### src/rtl/ysyx_22050058_ifu.sv
// Instruction fetch unit: owns the PC, drives the combinational instruction ROM and
// holds the fetched instruction in an IF/ID register with a valid/ready handshake.
module ysyx_22050058_ifu #(
   parameter int                 ADDR_W   = 64,
   parameter int                 INST_W   = 32,
   parameter logic [ADDR_W-1:0]  RESET_PC = 64'h0000_0000_8000_0000
) (
   input  logic              clk,
   input  logic              rst_n,
   output logic              rom_ce,
   output logic [ADDR_W-1:0] rom_addr,
   input  logic [INST_W-1:0] rom_inst,
   input  logic              redirect_valid,
   input  logic [ADDR_W-1:0] redirect_pc,
   input  logic              id_ready,
   output logic              id_valid,
   output logic [ADDR_W-1:0] id_pc,
   output logic [INST_W-1:0] id_inst,
   output logic              halted
);

   localparam logic [INST_W-1:0] EBREAK = INST_W'(32'h0010_0073);

   typedef enum logic [1:0] {
      S_IDLE  = 2'd0,
      S_FETCH = 2'd1,
      S_HALT  = 2'd2
   } state_t;

   state_t            state, state_n;
   logic [ADDR_W-1:0] pc, pc_n;
   logic              vld_n;
   logic              capture;
   logic [ADDR_W-1:0] redirect_tgt;

   assign redirect_tgt = {redirect_pc[ADDR_W-1:2], 2'b00};
   assign rom_addr     = pc;
   assign rom_ce       = (state == S_FETCH);
   assign halted       = (state == S_HALT);

   always_comb begin
      state_n = state;
      pc_n    = pc;
      vld_n   = id_valid;
      capture = 1'b0;
      case (state)
         S_IDLE: begin
            state_n = S_FETCH;
         end
         S_FETCH: begin
            // A redirect discards whatever the ROM is presenting this cycle.
            if (redirect_valid) begin
               pc_n  = redirect_tgt;
               vld_n = 1'b0;
            end else if (!id_valid || id_ready) begin
               capture = 1'b1;
               vld_n   = 1'b1;
               pc_n    = pc + ADDR_W'(4);
               if (rom_inst == EBREAK) state_n = S_HALT;
            end
         end
         S_HALT: begin
            // An older branch may still squash the ebreak and restart fetch.
            if (redirect_valid) begin
               pc_n    = redirect_tgt;
               vld_n   = 1'b0;
               state_n = S_FETCH;
            end else if (id_valid && id_ready) begin
               vld_n = 1'b0;
            end
         end
         default: begin
            state_n = S_IDLE;
         end
      endcase
   end

   always_ff @(posedge clk or negedge rst_n) begin
      if (!rst_n) begin
         state    <= S_IDLE;
         pc       <= RESET_PC;
         id_valid <= 1'b0;
         id_pc    <= '0;
         id_inst  <= '0;
      end else begin
         state    <= state_n;
         pc       <= pc_n;
         id_valid <= vld_n;
         if (capture) begin
            id_pc   <= pc;
            id_inst <= rom_inst;
         end
      end
   end

endmodule
### config.mk
export PLATFORM = sky130hd
export DESIGN_NAME = ysyx_22050058_ifu
export DESIGN_NICKNAME = d
export VERILOG_FILES = /design/src/rtl/ysyx_22050058_ifu.sv
export SDC_FILE = /design/constraint.sdc
export NUM_CORES = 1
export LEC_CHECK = 0
export ABC_AREA = 1
export ABC_CLOCK_PERIOD_IN_PS = 1710
export BUFFER_PORTS_ARGS = -buffer_cell sky130_fd_sc_hd__buf_4
export CORE_MARGIN = 8
export CORE_UTILIZATION = 46
export DETAILED_ROUTE_END_ITERATION = 6
export GPL_ROUTABILITY_DRIVEN = 1
export PLACE_DENSITY = 0.75
export SYNTH_ARGS = -nofsm -noshare
export SYNTH_HDL_FRONTEND = slang
export SYNTH_SLANG_ARGS = --single-unit
### constraint.sdc
create_clock -name clk -period 1.71 [get_ports clk]
set_input_delay 0.4275 -clock clk [delete_from_list [all_inputs] [get_ports clk]]
set_output_delay 0.4275 -clock clk [all_outputs]
set_load 0.005 [all_outputs]
==> impl_metrics.toml <==
[run_status]
status = "finished with violations"
failed_checks = "negative setup slack"

[setup_path]
crit_buf_inv = 3
setup.worst_path.start_class = "flip-flop"
cp_data_required_time_ns = 1.28
cp_max_fo = 3
crit_type = "flip-flop to primary output"
cp_slowest_cell = "dfrtp_1"
ff2ff_setup_slack_ns = -0.05
end_kind = "primary output"
slowest_delay_ns = 0.42
arrival_ns = 1.35
critical_path.top_delay_family = "flip-flops"
path_cells = "inv_2 -> ha_4 -> buf_6 -> buf_6"
critPathMostFrequentCell = "buf_6"

[placed_design]
numPortBuffers = 256
dpl_cell_area_sq_um = 12400
dpl.hpwl_mm = 27.2
place.gp.congestion = 1.00
post-place-ws_ns = -0.153

[finish]
stdcell_area_sq_um = 14000
fillers = 1522
area_growth_pct = 55.0
regArea_sq_um = 3990
n_antenna_cell = 0
nNetsFinal = 1785
drive_gt1_share_pct = 38.4
multi_input_area_sq_um = 4730

[sta]
clock-skew-final_ns = 0.0198
slew_viol_final = 0
fmax_mhz = 563
hold_violations = 0
fin_hold_ws_ns = 0.234
layout_setup_ws_ns = -0.0661
finalCritPeriodShare_pct = 104
fin_crit_ns = 1.78
setup_viol = 30
rsz0062_at_grt = "yes"

[die]
placementRows = 51
initial_core_util_pct = 46.6
die_x_microns = 156
design.die.area_sq_um = 24400
core_sq_um = 19400
die_h_microns = 156
io_pins = 263

[route]
wl_per_cell_microns = 19.3
antenna_left = 0
drtIter0Drc = 1069
drc = 0
vias = 10474
drt_wl_total_mm = 37.8
drtPass1Iterations = 5
viasPerCell = 5.35

[power]
peakVddDrop_v = 0.000769
power_density_nw_per_um2 = 899
power_mw = 12.6
p_leak_nw = 7.07

[grt]
grt_pass1_vias = 10060
grt_usage_pct = 28.3
grt_pass1_wl_mm = 53.8
grt_use_met1_pct = 37.1
grt_max_degree = 53
use_met2_pct = 45.5
grt-ovfl-total = 0
antenna_found_initial = 0
top_usage_layer = "met2"
use_met3_pct = 5.76

[clock_network]
clock_sinks = 159
clock_latency_ns = 0.45
cts_root_buf = "clkbuf_16"
cts_tree = "yes"
numCtsBuffers = 17
htree_levels = 4
cts_max_path_buffers = 2
clk_pin_slew_ns = 0.08

[synthesis]
ys_seq_area_share_pct = 44.0
mappedNetlistArea_sq_um = 9040
synth_cell_types = 37
synth-seq-cells = 159
yosysWarningCount = 0
synthCells = 1263
avgSynthCellArea_sq_um = 7.16

[run]
cap_violations = 0

[hold_path]
hold_path_class = "input pin to flip-flop"
## registers in the layout, indices dropped and copies added (netlist names)
signal,cells
id_pc,62
id_valid,1
state,2
rom_addr,62
id_inst,32
## repair_timing
action / in CTS / in global routing
gates resized for setup: 37 / 162
endpoints found under the setup margin: 97 / 96
endpoints found under the hold margin: 22 / 0
cloned: 2 / 11
hold buffers: 1 / 0
setup buffers: 2 / 16
pin swaps: 4 / 20
## cells by family (layout without fill, tap and decap cells)
family | count (synthesis) | count (layout) | synth area share, %
AND/OR/NAND/NOR | 716 | 716 | 33.5
buffers and inverters | 182 | 609 | 8.00
AO/OA/AOI/OAI | 169 | 169 | 9.99
flip-flops | 159 | 159 | 44.0
multiplexers | 26 | 26 | 3.24
adder cells (fa/ha/maj) | 5 | 5 | 0.692
XOR/XNOR | 5 | 5 | 0.484
other | 1 | 4 | 0.0415
## per-layer routing
metal  vias to the layer above  share of wire (%)
met4                         0                3.0
met3                        76                 10
met2                       614                 47
li1                       4847                  -
met5                         -                  0
met1                      4937                 40
## path summary, 6_finish.rpt
kind | startpoint | end | cells after the start
setup / recovery | state[0] | halted | 4
hold / removal | rom_inst[27] | id_inst[27] | 2
setup reg to reg | state[1] | rom_addr[12] | 11
hold reg to reg | id_pc[56] | id_pc[56] | 2
max in group asynchronous | rst_n | id_inst[14] | 3
min in group asynchronous | rst_n | id_pc[43] | 2
## synthesized netlist by cell type, drive strengths merged
cell type | count | share of area [%]
dfrtp | 158 | 44
o22ai | 15 | 1.0
o31ai | 1 | 0.083
or2 | 4 | 0.28
buf | 26 | 1.5
nand3 | 80 | 4.5
nand4 | 16 | 1.1
xor2 | 5 | 0.48
mux2 | 26 | 3.2
clkbuf | 23 | 0.97
clkinv | 1 | 0.041
nand2 | 396 | 17
ha | 5 | 0.69
a22oi | 8 | 0.66
a211oi | 1 | 0.083
dfstp | 1 | 0.29
inv | 132 | 5.5
a21boi | 1 | 0.083
nor3 | 9 | 0.61
a21oi | 19 | 1.1
nor2 | 211 | 10
conb | 1 | 0.041
o32ai | 2 | 0.19
o21ai | 122 | 6.8
## through the flow
step / setup TNS (ns) / cells / util (%)
floorplan: 0 / 1266 / -
global placement: -1.79 / 1894 / 64.0
detailed placement: -6.30 / 1894 / 64.0
CTS: -0.229 / 1931 / 68.2
global route: -6.12 / 1958 / 72.2
finish: -0.507 / 1958 / 72.2
## where the power goes
group | leakage [nW] | internal [mW] | switching, mW
clock | 0.308 | 2.14 | 1.95
combinational | 4.91 | 1.85 | 1.87
sequential | 1.85 | 4.33 | 0.457
## placed cells by master, fill, tap and decap left out, types with 3 or more instances in the layout
master,netlist,layout
dfrtp_2,0,7
o22ai_1,15,15
nor3_2,2,3
nand3_2,2,7
o21ai_1,12,57
conb_1,1,4
dfrtp_1,158,151
inv_1,131,124
inv_2,1,7
nor3_1,7,5
or2_2,4,4
clkbuf_16,0,27
nand2_1,383,359
buf_4,4,398
o21ai_0,109,63
nor2_4,10,26
nand2_4,2,3
clkinv_8,0,7
inv_8,0,3
nand3_1,78,73
inv_6,0,4
nand4_1,16,16
nor2_1,189,143
nand2_2,11,33
buf_6,0,13
nor2_2,11,41
a21oi_1,19,17
xor2_1,5,5
buf_12,0,14
buf_8,0,6
mux2_2,26,26
a22oi_1,8,7
## area by class of cell
cell class                 instances  area share, %
clock buffer                      17           3.04
clock inverter                    15           1.52
timing repair buffer             444           27.3
inverter                         133           3.62
tap                              265           2.37
multi-input combinational        925           33.7
sequential                       159           28.5
Note: power is estimated with default switching activity, not from simulation.
